<file path="src/rtl/ifm_scan_if.sv">
`default_nettype none
// ============================================================================
//  Module      : ifm_scan_if
//  Description : Control/bus bundle between the IFM scan controller, the IFM
//                memory, the window buffer and the PE-side consumer.
//  Revision    : 1.0 - initial release
// ============================================================================
interface ifm_scan_if #(
    parameter int IDX_W = 8
) ();
    logic             start;
    logic             hold;
    logic             rd_en;
    logic [IDX_W-1:0] rd_row;
    logic [IDX_W-1:0] rd_col;
    logic [2:0]       ifm_read;
    logic             win_valid;
    logic [IDX_W-1:0] win_row;
    logic [IDX_W-1:0] win_col;
    logic             busy;
    logic             done;

    // Host / surrounding datapath side
    modport master (
        output start, hold,
        input  rd_en, rd_row, rd_col, ifm_read,
        input  win_valid, win_row, win_col, busy, done
    );

    // Scan controller side
    modport slave (
        input  start, hold,
        output rd_en, rd_row, rd_col, ifm_read,
        output win_valid, win_row, win_col, busy, done
    );
endinterface
`default_nettype wire

</file>
<file path="src/rtl/ifm_scan_ctrl.sv">
`default_nettype none
// ============================================================================
//  Module      : ifm_scan_ctrl
//  Description : Serpentine 3x3-window scan controller for an input feature
//                map. Issues window fetches to a 1-cycle-latency memory and
//                drives the shift commands of the window buffer, plus a
//                2-cycle delayed window-valid / coordinate stream.
//  Revision    : 1.0 - initial release
// ============================================================================
module ifm_scan_ctrl #(
    parameter int IFM_W = 8,
    parameter int IFM_H = 8,
    parameter int IDX_W = 8
) (
    input  wire logic   clk,
    input  wire logic   rst,
    ifm_scan_if.slave   bus
);

    localparam logic [1:0] c_IDLE  = 2'd0;
    localparam logic [1:0] c_ISSUE = 2'd1;
    localparam logic [1:0] c_DRAIN = 2'd2;

    localparam logic [2:0] c_CMD_ALL   = 3'b111;
    localparam logic [2:0] c_CMD_RIGHT = 3'b001;
    localparam logic [2:0] c_CMD_DOWN  = 3'b010;
    localparam logic [2:0] c_CMD_LEFT  = 3'b100;
    localparam logic [2:0] c_CMD_KEEP  = 3'b000;

    localparam logic [IDX_W-1:0] c_COL_LAST = IDX_W'(IFM_W - 3);
    localparam logic [IDX_W-1:0] c_ROW_LAST = IDX_W'(IFM_H - 3);
    localparam logic [IDX_W-1:0] c_ONE      = IDX_W'(1);

    logic [1:0]       r_state;
    logic             r_drain_cnt;

    // Position and command of the next window to fetch
    logic [IDX_W-1:0] r_row;
    logic [IDX_W-1:0] r_col;
    logic             r_dir_left;
    logic [2:0]       r_cmd;

    // Stage 1: aligned with memory data
    logic             r_p1_valid;
    logic             r_p1_last;
    logic [2:0]       r_p1_cmd;
    logic [IDX_W-1:0] r_p1_row;
    logic [IDX_W-1:0] r_p1_col;

    // Stage 2: aligned with the window buffer contents
    logic             r_win_valid;
    logic             r_done;
    logic [IDX_W-1:0] r_win_row;
    logic [IDX_W-1:0] r_win_col;

    logic             w_fetch;
    logic             w_row_end;
    logic             w_last;

    assign w_fetch   = (r_state == c_ISSUE) && !bus.hold;
    assign w_row_end = r_dir_left ? (r_col == '0) : (r_col == c_COL_LAST);
    assign w_last    = w_row_end && (r_row == c_ROW_LAST);

    // Scan sequencing: issue fetches, then let the 2-stage pipeline empty
    always_ff @(posedge clk or posedge rst) begin
        if (rst) begin
            r_state     <= c_IDLE;
            r_drain_cnt <= 1'b0;
        end else begin
            case (r_state)
                c_IDLE: begin
                    r_drain_cnt <= 1'b0;
                    if (bus.start) begin
                        r_state <= c_ISSUE;
                    end
                end
                c_ISSUE: begin
                    r_drain_cnt <= 1'b0;
                    if (w_fetch && w_last) begin
                        r_state <= c_DRAIN;
                    end
                end
                c_DRAIN: begin
                    if (r_drain_cnt) begin
                        r_state     <= c_IDLE;
                        r_drain_cnt <= 1'b0;
                    end else begin
                        r_drain_cnt <= 1'b1;
                    end
                end
                default: begin
                    r_state     <= c_IDLE;
                    r_drain_cnt <= 1'b0;
                end
            endcase
        end
    end

    // Serpentine position update; rewinds to (0,0) once the last window is issued
    always_ff @(posedge clk or posedge rst) begin
        if (rst) begin
            r_row      <= '0;
            r_col      <= '0;
            r_dir_left <= 1'b0;
            r_cmd      <= c_CMD_ALL;
        end else if (w_fetch) begin
            if (w_last) begin
                r_row      <= '0;
                r_col      <= '0;
                r_dir_left <= 1'b0;
                r_cmd      <= c_CMD_ALL;
            end else if (w_row_end) begin
                r_row      <= r_row + c_ONE;
                r_dir_left <= !r_dir_left;
                r_cmd      <= c_CMD_DOWN;
            end else if (r_dir_left) begin
                r_col      <= r_col - c_ONE;
                r_cmd      <= c_CMD_LEFT;
            end else begin
                r_col      <= r_col + c_ONE;
                r_cmd      <= c_CMD_RIGHT;
            end
        end
    end

    // Stage 1: command and coordinates of the fetch issued last cycle
    always_ff @(posedge clk or posedge rst) begin
        if (rst) begin
            r_p1_valid <= 1'b0;
            r_p1_last  <= 1'b0;
            r_p1_cmd   <= c_CMD_KEEP;
            r_p1_row   <= '0;
            r_p1_col   <= '0;
        end else begin
            r_p1_valid <= w_fetch;
            r_p1_last  <= w_fetch && w_last;
            r_p1_cmd   <= w_fetch ? r_cmd : c_CMD_KEEP;
            r_p1_row   <= w_fetch ? r_row : '0;
            r_p1_col   <= w_fetch ? r_col : '0;
        end
    end

    // Stage 2: window now present at the buffer outputs
    always_ff @(posedge clk or posedge rst) begin
        if (rst) begin
            r_win_valid <= 1'b0;
            r_done      <= 1'b0;
            r_win_row   <= '0;
            r_win_col   <= '0;
        end else begin
            r_win_valid <= r_p1_valid;
            r_done      <= r_p1_last;
            r_win_row   <= r_p1_row;
            r_win_col   <= r_p1_col;
        end
    end

    assign bus.rd_en     = w_fetch;
    assign bus.rd_row    = r_row;
    assign bus.rd_col    = r_col;
    assign bus.ifm_read  = r_p1_cmd;
    assign bus.win_valid = r_win_valid;
    assign bus.win_row   = r_win_row;
    assign bus.win_col   = r_win_col;
    assign bus.busy      = (r_state != c_IDLE);
    assign bus.done      = r_done;

endmodule
`default_nettype wire

</file>
<file path="src/flat_wrapper.sv">
// flat-port wrapper written by rule: the top's interface ports become plain ports
module ifm_scan_ctrl_flat 
#(
    parameter int IFM_W = 8,
    parameter int IFM_H = 8,
    parameter int IDX_W = 8
)
  (clk, rst, bus_start, bus_hold, bus_rd_en, bus_rd_row, bus_rd_col, bus_ifm_read, bus_win_valid, bus_win_row, bus_win_col, bus_busy, bus_done);
  ifm_scan_if #(.IDX_W(IDX_W)) bus_i ();
  input  wire logic clk;
  input  wire logic rst;
  input wire logic [$bits(bus_i.start)-1:0] bus_start;
  input wire logic [$bits(bus_i.hold)-1:0] bus_hold;
  output wire logic [$bits(bus_i.rd_en)-1:0] bus_rd_en;
  output wire logic [$bits(bus_i.rd_row)-1:0] bus_rd_row;
  output wire logic [$bits(bus_i.rd_col)-1:0] bus_rd_col;
  output wire logic [$bits(bus_i.ifm_read)-1:0] bus_ifm_read;
  output wire logic [$bits(bus_i.win_valid)-1:0] bus_win_valid;
  output wire logic [$bits(bus_i.win_row)-1:0] bus_win_row;
  output wire logic [$bits(bus_i.win_col)-1:0] bus_win_col;
  output wire logic [$bits(bus_i.busy)-1:0] bus_busy;
  output wire logic [$bits(bus_i.done)-1:0] bus_done;
  assign bus_i.start = bus_start;
  assign bus_i.hold = bus_hold;
  assign bus_rd_en = bus_i.rd_en;
  assign bus_rd_row = bus_i.rd_row;
  assign bus_rd_col = bus_i.rd_col;
  assign bus_ifm_read = bus_i.ifm_read;
  assign bus_win_valid = bus_i.win_valid;
  assign bus_win_row = bus_i.win_row;
  assign bus_win_col = bus_i.win_col;
  assign bus_busy = bus_i.busy;
  assign bus_done = bus_i.done;
  ifm_scan_ctrl #(.IFM_W(IFM_W), .IFM_H(IFM_H), .IDX_W(IDX_W)) u_core (.clk(clk), .rst(rst), .bus(bus_i));
endmodule
</file>
<file path="config.mk">
export PLATFORM = sky130hd
export DESIGN_NAME = ifm_scan_ctrl_flat
export DESIGN_NICKNAME = d
export VERILOG_FILES = /design/src/rtl/ifm_scan_if.sv /design/src/rtl/ifm_scan_ctrl.sv /design/src/flat_wrapper.sv
export SDC_FILE = /design/constraint.sdc
export NUM_CORES = 1
export LEC_CHECK = 0
export BUFFER_PORTS_ARGS = -buffer_cell sky130_fd_sc_hd__buf_2
export CAP_MARGIN = 20
export CORE_MARGIN = 2
export CORE_UTILIZATION = 45
export DETAILED_ROUTE_END_ITERATION = 12
export PLACE_DENSITY_LB_ADDON = 0.15
export SYNTH_ARGS = -nofsm -noshare
export SYNTH_HDL_FRONTEND = slang
export SYNTH_SLANG_ARGS = --single-unit
</file>
<file path="constraint.sdc">
create_clock -name clk -period 2.4 [get_ports clk]
set_input_delay 0.24 -clock clk [delete_from_list [all_inputs] [get_ports clk]]
set_output_delay 0.24 -clock clk [all_outputs]
set_load 0.01 [all_outputs]
</file>
==> out/summary.txt, run 1 <==
Status - finished, final reports clean
Via/cell ratio - 4.815
Global route overflow - 0
Max Clock Freq - 0.4741 GHz
Post-CTS sizing - 0
Ratio of cells with drive above 1 in the final layout - 29.53%
# rows - 26
Die area - 0.006068 mm^2
Drt pass-1 iters - 4
Vias in the first global route - 1516
Fill count - 442
First-pass GRT wire length - 7389 um
Wirelength, routed - 4253 um
Number of port buffers - 42
Most common cell after layout, fill and taps aside - dfrtp_1
GRT Overall Usage - 15.93%
R2r startpoint - u_core.r_dir_left
Crit start category - flip-flop
# DRC - 0
Syn Nets - 208
Worst-path clk slew - 0.07 ns
Relative slew slack - 60.34%
Mapped cell area - 0.002457 mm^2
N_diodes - 0
Worst VDD drop - 0.4416 mV
Worst hold start - bus_start
WP data required - 2.66 ns
Synth Register Bits - 62
Starting DRT DRC Count - 99
Slowest cell delay on critical path - 0.64 ns
Max stage delay cell, worst path - dfrtp_1
Nets - 262
WL per Instance - 13.13 um
Slew Viols, Final - 0
Via Count - 1560
Crit path arrival time - 2.37 ns
Area Overhead vs Synth - 22.00%
Die Wd - 77.90 um
Initial Utilization - 47.51%
Fin Setup TNS - 0 ns
I/O pin cnt - 43
Clock skew - 0.01051 ns
Share of the synthesized area in the top cell type - 60.08%
Cell family with most CP delay - flip-flops
Setup CP Type - reg2reg
CP bufs+invs - 0
Post-synthesis cell type count - 40
Crit-path max FO - 16
Routability congestion estimate - 0.8139
Post-DP HPWL - 2919 um
Most frequent cells in the layout - dfrtp_1, buf_2, and2_1
Largest cells by area after synthesis - dfrtp_1, and2_1, ha_1, dfstp_2, o21ai_0
Syn Area/Cell - 12.60 um^2
Worst Setup SP - u_core.r_dir_left
Detail Route Antenna Nets - 0
H-tree levels - 3
Final setup fails - 0
Core area - 0.005172 mm^2
Num CTS Buffers - 9
Yosys warns - 0
Synthesized instance count - 195
Tcrit/Tclk final - 87.88%
Leading area contributor after synthesis - dfrtp_1
Root buf cell - clkbuf_8
Final min period - 2.109 ns
Worst-Margin Slew - 0.5909 ns
RSZ-0062 raised after global routing - false
Crit-path cells - ha_1 > a211oi_1 > nor3_1 > or3_1 > o211ai_1 > mux2i_1
CP endpoint kind - flip-flop
Final Hold Viols - 0
Clock buffer depth - 2
Post-Route Utilization - 57.96%
Sequential share of the synthesized area - 63.29%
Power Density - 829.8 mW/mm^2
Antenna violations before repair - 0
CTS tree - yes
Worst hold path class - in2reg
Lkg Pwr - 1.537 nW
Max-cap violations - 0
Clk_lat worst skew - 0.34 ns
Largest net degree at the start of global routing - 32
CTS Sinks - 62
Die height - 77.90 um
==> worst reg2reg max path: stages (launching register included) <==
cell and delay (ns):
dfrtp_1 0.64, ha_1 0.34, a211oi_1 0.30, nor3_1 0.12, or3_1 0.32, o211ai_1 0.13, mux2i_1 0.20
==> metal layers <==
| layer | global-route usage [%] | vias to the layer above | wire length (um) |
|---|---|---|---|
| li1 | - | 776 | - |
| met1 | 22.14 | 742 | 2071 |
| met2 | 23.19 | 30 | 1920 |
| met3 | 3.837 | 12 | 158 |
| met4 | 8.421 | 0 | 102 |
| met5 | 0 | - | 0 |
==> worst paths after layout <==
| path | end | slack, ns | depth (start not counted) |
|---|---|---|---|
| max in group asynchronous | u_core.r_cmd[1] | 1.29 | 4 |
| max | u_core.bus.rd_col[7] | 0.29 | 6 |
| min | u_core.r_state[0] | 0.16 | 3 |
| max reg2reg | u_core.bus.rd_col[7] | 0.29 | 6 |
| min in group asynchronous | u_core.bus.rd_col[2] | 0.43 | 3 |
| min reg2reg | u_core.bus.win_row[5] | 0.35 | 0 |
==> per-stage QoR <==
step                area [um^2]  hold WS (ns)  setup WS (ns)  total power [W]  cells
floorplan                  2457        0.3312         0.5617         0.001400    195
global placement           2765        0.2404         0.3658         0.001506    307
detailed placement         2765        0.2526         0.3067         0.001515    307
CTS                        2998        0.1465         0.2869         0.002518    324
global route               2998        0.1575        0.06543         0.002618    324
finish                     2998        0.1564         0.2909         0.002488    324
==> logic make-up after synthesis <==
group           after synthesis  synth area share (%)
buf+inv                      11                 2.036
mux                           3                 1.222
compound gates               36                 9.113
xor+xnor                      9                 3.208
flops                        62                 63.29
fa+ha+maj                     9                 4.888
simple gates                 65                 16.24
==> repair_timing <==
action / CTS / global route
buffers inserted: 0 / 0
hold buffers: 1 / 0
hold endpoints to repair: 17 / 0
==> state kept, by name, summed over array words and instances, names as in the netlist, 2 cells and up <==
| register | cells |
|---|---|
| u_core.bus.rd_col | 8 |
| u_core.bus.rd_row | 8 |
| u_core.bus.win_col | 8 |
| u_core.bus.win_row | 8 |
| u_core.r_p1_col | 8 |
| u_core.r_p1_row | 8 |
| u_core.bus.ifm_read | 3 |
| u_core.r_cmd | 3 |
| u_core.r_state | 2 |
==> synth_stat cells <==
cell / instances
and3b_1: 1
inv_1: 6
xor2_1: 8
and3_1: 1
nor2b_1: 2
or2_1: 2
o31ai_1: 3
nor4_4: 2
o21bai_1: 2
and2_1: 19
o21ai_1: 1
ha_1: 8
clkbuf_1: 3
nor3b_2: 2
a21o_1: 2
nand4bb_1: 1
nor3b_1: 1
nor2_1: 7
dfstp_2: 3
a21oi_1: 7
o2111ai_1: 1
or2_2: 2
nand4_1: 1
o211ai_2: 1
a32o_1: 1
nand2_1: 16
xnor2_1: 1
nor3_2: 1
nand3b_1: 1
buf_6: 1
buf_2: 1
or3_1: 1
a211oi_1: 3
nor3_1: 2
o211ai_1: 1
mux2i_1: 3
fa_1: 1
o21ai_0: 14
nand3_1: 3
dfrtp_1: 59
==> cell type report <==
| class | count | area [um^2] | share of cell area [%] |
|---|---|---|---|
| Clock buffer | 9 | 123.9 | 4.132 |
| Clock inverter | 7 | 98.84 | 3.297 |
| Inverter | 6 | 22.52 | 0.7513 |
| Multi-Input combinational cell | 122 | 852.1 | 28.42 |
| Sequential cell | 62 | 1555 | 51.88 |
| Tap cell | 70 | 87.58 | 2.922 |
| Timing Repair Buffer | 48 | 257.7 | 8.598 |
==> power breakdown <==
| part | switching, W | total (W) | internal [W] | leakage [nW] |
|---|---|---|---|---|
| Combinational | 0.000158 | 0.000283 | 0.000124 | 0.607 |
| Sequential | 0.0000868 | 0.00121 | 0.00112 | 0.820 |
| Clock | 0.000408 | 0.000995 | 0.000587 | 0.109 |
| Total | 0.000653 | 0.00249 | 0.00183 | 1.54 |
Note: power is estimated with default switching activity, not from simulation.
==> run 2, diff against run 1 <==
ABC_AREA = 1   (was not set)
BUFFER_PORTS_ARGS = -buffer_cell sky130_fd_sc_hd__buf_4   (was -buffer_cell sky130_fd_sc_hd__buf_2)
==> out/summary.txt, run 2 <==
Status - finished, final reports clean
WL per Instance - 11.97 um (-8.8%)
Worst VDD drop - 0.6035 mV (+37%)
Die Wd - 81.53 um (+4.7%)
Net Sw Frac - 35.50% (+9.3 points)
Int Pwr - 0.002717 W (+48%)
Lkg Pwr - 1.830 nW (+19%)
First-pass GRT wire length - 8245 um (+12%)
Synth cell count leaders - nand2_1, dfrtp_1, inv_1
H-tree levels - 3 (unchanged)
Final Worst Setup Slack - 0.4677 ns (+0.1768 ns)
Root buf cell - clkbuf_8
CTS Sinks - 62 (unchanged)
Pre-CTS setup slack - 0.7021 ns (+0.3954 ns)
I/O pin cnt - 43 (unchanged)
Routability congestion estimate - 0.8351 (+2.6%)
Area Overhead vs Synth - 24.70%
R2R Setup Slk - 0.69 ns (+0.40 ns)
CTS Hold Bufs - 0 (-1)
Ys async rst share - 100.0% (unchanged)
Fin Setup TNS - 0 ns (unchanged)
Post-synthesis xor/xnor area fraction - 1.619% (-1.6 points)
Register share of total power - 36.4% (-12 points)
Vias in the first global route - 1711 (+13%)
Clk_lat worst skew - 0.34 ns (about the same)
Drt pass-1 iters - 4 (unchanged)
Leading area contributor after synthesis - dfrtp_1
Worst hold path class - in2async
Clock buffer depth - 2 (unchanged)
GRT met1 Usage - 23.74% (+1.6 points)
Post-Route Utilization - 57.66% (-0.30 points)
N_diodes - 0 (unchanged)
Mapped cell area - 0.002705 mm^2 (+10%)
Crit start category - flip-flop
Ratio of cells with drive above 1 in the final layout - 24.35% (-5.2 points)
WP data required - 2.16 ns (-0.50 ns)
Max Clock Freq - 0.5175 GHz (+9.2%)
Clock power frac - 28.8% (-11 points)
Tcrit/Tclk final - 80.51% (-7.4 points)
Worst-path clk slew - 0.07 ns (about the same)
Multiplexer share of the synthesized area - 0% (-1.2 points)
Combinational power share - 34.8% (+23 points)
Count leader, synth - nand2_1
Detail Route Antenna Nets - 0 (unchanged)
Final setup fails - 0 (unchanged)
Via Count - 1931 (+24%)
Via/cell ratio - 4.598 (-4.5%)
Main combinational cell family by area after synthesis - simple AND/OR/NAND/NOR gates
Post-Synth Adder-Cell Area - 4.440% (-0.45 points)
Power Density - 1249 mW/mm^2 (+50%)
Complex-gate fraction of the synthesized area - 2.821% (-6.3 points)
RSZ-0062 raised after global routing - false
Wirelength, routed - 5028 um (+18%)
Synthesized instance count - 289 (+48%)
Crit path arrival time - 1.69 ns (-0.68 ns)
Syn Area/Cell - 9.360 um^2 (-26%)
Crit-path max FO - 24 (+8)
GRT Overall Usage - 16.69% (+0.76 points)
Most used DFF post-synth - dfrtp_1
CTS tree - yes
Number of port buffers - 42 (unchanged)
Global route overflow - 0 (unchanged)
# rows - 28 (+7.7%)
Share of the synthesized area in the top cell type - 54.58% (-5.5 points)
Met3 usage - 4.396% (+0.56 points)
Final min period - 1.932 ns (-0.1768 ns)
Final Hold Viols - 0 (unchanged)
Nets - 353 (+35%)
Sequential share of the synthesized area - 57.49% (-5.8 points)
Starting DRT DRC Count - 111 (+12%)
Post-DP HPWL - 3496 um (+20%)
Post-CTS sizing - 0 (unchanged)
Post-synthesis cell type count - 27 (-33%)
Switching power - 0.001495 W (+130%)
Fill count - 543 (+23%)
Most frequent cells in the layout - nand2_1, dfrtp_1, buf_4
Syn Nets - 302 (+45%)
Most common cell after layout, fill and taps aside - nand2_1
Post-synth EDFFs - 0 (unchanged)
Num CTS Buffers - 9 (unchanged)
Setup bufs post-CTS - 0 (unchanged)
Slew Viols, Final - 0 (unchanged)
Initial Utilization - 46.24% (-1.3 points)
Die height - 81.53 um (+4.7%)
Setup CP Type - reg2out
Die area - 0.006647 mm^2 (+9.6%)
CP endpoint kind - output pin
Core area - 0.005851 mm^2 (+13%)
Worst-Margin Slew - 0.7262 ns (+0.1352 ns)
Relative slew slack - 51.59% (-8.8 points)
Simple-Gate Fraction of Synth Area - 26.87% (+11 points)
Largest net degree at the start of global routing - 63 (+97%)
Yosys warns - 0 (unchanged)
Antenna violations before repair - 0 (unchanged)
Clock skew - 0.009445 ns (-0.001064 ns)
# DRC - 0 (unchanged)
Largest cells by area after synthesis - dfrtp_1, nand2_1, inv_1, nor2_1, ha_1
Max-cap violations - 0 (unchanged)
Grt peak-use layer - met2
Worst hold slack - 0.1062 ns (-0.05022 ns)
Synth Register Bits - 62 (unchanged)
Met2 usage - 23.85% (+0.66 points)
## run 2: metrics by stage
step	area, um^2	std cells	power [W]
floorplan	2705	289	0.002545
global placement	3104	404	0.003000
detailed placement	3104	404	0.003030
CTS	3373	420	0.004255
global route	3373	420	0.004525
finish	3373	420	0.004212
## run 2: kinds of logic after synthesis
kind of cell    count (synthesis)
compound gates                 13
xor+xnor                        5
fa+ha+maj                       9
buf+inv                        47
flops                          62
simple gates                  153
## run 2: worst paths after layout
path	start	to	cells past startpoint
max	u_core.r_state[1]	bus_rd_en	4
min	rst	u_core.bus.win_col[7]	3
max reg2reg	u_core.r_dir_left	u_core.bus.rd_col[7]	7
min reg2reg	u_core.r_p1_col[2]	u_core.bus.win_col[2]	0
max in group asynchronous	rst	u_core.r_p1_row[1]	3
min in group clk	bus_start	u_core.r_state[0]	3
## run 2: critical path: stages, from the launching register on
cell	delay, ns
dfrtp_1	0.39
inv_1	0.13
nand3b_4	0.28
inv_2	0.36
buf_4	0.19
## run 2: final cells by class
type / count / area (um^2) / share of cell area [%]
multi-input cells: 180 / 967.2 / 28.67
clock inverters: 7 / 145.1 / 4.303
clock buffers: 9 / 123.9 / 3.672
flip-flops and latches: 62 / 1555 / 46.11
well taps: 75 / 93.84 / 2.782
repair buffers: 43 / 322.8 / 9.570
inverters: 44 / 165.2 / 4.896
## run 2: power groups by stage
stage          Clock, W  Sequential [W]  Combinational (W)
2_1_floorplan         0         0.00156           0.000981
3_3_place_gp          0         0.00154            0.00146
3_5_place_dp          0         0.00155            0.00148
4_1_cts         0.00124         0.00154            0.00148
5_1_grt         0.00128         0.00157            0.00167
6_report        0.00121         0.00153            0.00147
## run 2: per-layer routing
layer | vias to the layer above | part of all wire (%)
met2 | 34 | 44
met1 | 896 | 50
li1 | 994 | -
met3 | 7 | 4.4
met5 | - | 0
met4 | 0 | 1.9
==> run 3, diff against run 2 <==
clock period = 1.85 ns   (was 2.4 ns; I/O delays follow)
==> out/summary.txt, run 3 (same netlist as run 2, synthesis figures left out) <==
H-tree levels - 3 (unchanged)
Nets - 358 (+1.4%)
Fill count - 532 (-2.0%)
Final min period - 1.589 ns
Int Pwr - 0.003262 W (+20%)
Pre-CTS setup slack - 0.1608 ns (-0.5412 ns)
Num CTS Buffers - 9 (unchanged)
Root buf cell - clkbuf_8
Worst VDD drop - 0.9150 mV (+52%)
Global route overflow - 0 (unchanged)
Most frequent cells in the layout - nand2_1, dfrtp_1, buf_4
Cell family with most CP delay - buffers and inverters
Hold Crit Depth - 3
Register share of total power - 38.3% (+1.9 points)
Via Count - 1977 (+2.4%)
Area Overhead vs Synth - 24.47%
Dpl cells - 408 (+0.99%)
Worst-path clk slew - 0.07 ns (about the same)
Clock buffer depth - 2 (unchanged)
Routability congestion estimate - 0.8014 (-4.0%)
Net Sw Frac - 37.23% (+1.7 points)
Wirelength, routed - 5067 um (+0.78%)
Antenna violations before repair - 0 (unchanged)
Slew Viols, Final - 0 (unchanged)
Drt pass-1 iters - 4 (unchanged)
Ratio of cells with drive above 1 in the final layout - 25.43% (+1.1 points)
Status - finished, final reports clean
Register-to-Register Path Depth - 7 (unchanged)
N_diodes - 0 (unchanged)
Die Wd - 81.53 um (unchanged)
Combinational power share - 37.0% (+2.2 points)
Die area - 0.006647 mm^2 (unchanged)
Lkg Pwr - 1.828 nW (-0.11%)
Worst hold slack - 0.08502 ns (-0.02113 ns)
Die height - 81.53 um (unchanged)
Setup CP Type - reg2out
Crit path arrival time - 1.40 ns (-0.29 ns)
Core area - 0.005851 mm^2 (unchanged)
Max Clock Freq - 0.6293 GHz
Max stage delay cell, worst path - dfrtp_1
Clock power frac - 24.8% (-4.0 points)
Vias in the first global route - 1781 (+4.1%)
GRT Overall Usage - 16.97% (+0.28 points)
Number of port buffers - 42 (unchanged)
CP endpoint kind - output pin
Slowest cell delay on critical path - 0.38 ns (about the same)
Area of the multi-input gates - 967.2 um^2 (unchanged)
Register Area - 0.001556 mm^2 (about the same)
Levels on crit path - 4 (unchanged)
Crit-path cells - inv_1 > nand3b_4 > inv_2 > buf_4
# rows - 28 (unchanged)
Fin Setup TNS - 0 ns (unchanged)
CP bufs+invs - 3 (unchanged)
Clock skew - 0.009126 ns (-0.0003188 ns)
I/O pin cnt - 43 (unchanged)
Worst-Margin Slew - 0.3264 ns (-0.3997 ns)
Final Worst Setup Slack - 0.2609 ns (-0.2068 ns)
Largest net degree at the start of global routing - 28 (-56%)
Clk_lat worst skew - 0.33 ns (about the same)
RSZ-0062 raised after global routing - false
CTS Sinks - 62 (unchanged)
Via/cell ratio - 4.652 (+1.2%)
Initial Utilization - 46.24% (unchanged)
Most common cell after layout, fill and taps aside - nand2_1
Post-Route Utilization - 57.55% (-0.11 points)
Worst hold path class - in2reg
Non-filler cells, final - 425 (+1.2%)
Tcrit/Tclk final - 85.90%
Switching power - 0.001934 W (+29%)
WL per Instance - 11.92 um (-0.41%)
First-pass GRT wire length - 8480 um (+2.9%)
Crit start category - flip-flop
WP data required - 1.66 ns (-0.50 ns)
Final Hold Viols - 0 (unchanged)
Starting DRT DRC Count - 149 (+34%)
Power Density - 1543 mW/mm^2 (+24%)
Detail Route Antenna Nets - 0 (unchanged)
Crit-path max FO - 14 (-42%)
Relative slew slack - 78.24% (+27 points)
Final setup fails - 0 (unchanged)
Max-cap violations - 0 (unchanged)
# DRC - 0 (unchanged)
Setup bufs post-CTS - 0 (unchanged)
CTS tree - yes
Post-DP HPWL - 3641 um (+4.1%)
run 3: cell types whose count changed in the layout (fill, tap and decap cells not counted):
cell / previous run / this run
dfrtp_1: 59 / 58
clkinvlp_4: 1 / 2
dfrtp_2: 0 / 1
clkinv_2: 0 / 1
buf_4: 43 / 47
dlygate4sd3_1: 0 / 1
bufinv_16: 4 / 2
run 3: layer usage:
layer / vias up / wire [um] / GRT usage [%]
met5: - / 0 / 0
met4: 0 / 32 / 6.102
met3: 2 / 283 / 5.385
met2: 48 / 2298 / 24.43
met1: 916 / 2452 / 24.05
li1: 1011 / - / -
run 3: power by group through the flow:
stage | Clock [W] | Sequential (W) | Combinational, W
after floorplan | 0 | 0.00203 | 0.00127
after CTS | 0.00133 | 0.00199 | 0.00194
final | 0.00129 | 0.00199 | 0.00192
after global routing | 0.00139 | 0.00204 | 0.00221
after detailed placement | 0 | 0.00201 | 0.00193
after global placement | 0 | 0.00200 | 0.00191
run 3: cell type report:
class / count / area share (%)
multi-input cells: 180 / 28.73
well taps: 75 / 2.787
repair buffers: 48 / 10.78
clock inverters: 7 / 2.899
inverters: 44 / 4.905
flip-flops and latches: 62 / 46.23
clock buffers: 9 / 3.679
run 3: final timing paths:
path / slack (ns) / startpoint / to
min reg2reg: 0.35 / u_core.r_p1_last / u_core.bus.done
max: 0.26 / u_core.r_state[1] / bus_rd_en
min in group asynchronous: 0.33 / rst / u_core.r_p1_col[2]
min: 0.09 / bus_start / u_core.r_state[0]
max in group asynchronous: 0.92 / rst / u_core.r_dir_left
max reg2reg: 0.30 / u_core.r_dir_left / u_core.bus.rd_col[7]
run 3: per-stage QoR:
step,power [W],cell area (um^2)
2_1_floorplan,0.003302,2705
3_3_place_gp,0.003911,3134
3_5_place_dp,0.003941,3134
4_1_cts,0.005259,3366
5_1_grt,0.005642,3367
6_report,0.005196,3367
run 3: worst reg2reg max path, cell delays in order (launching register included):
cell and delay, ns:
dfrtp_2 0.52, ha_1 0.38, a21oi_1 0.14, nand2_1 0.11, nand2_1 0.09, nand3b_1 0.08, nand3_1 0.08, nand2_1 0.05
run 3: repair_timing:
item,in CTS,in global routing
resized for setup,0,1
hold buffers,1,0
setup endpoints to repair,0,1
hold endpoints to repair,9,0
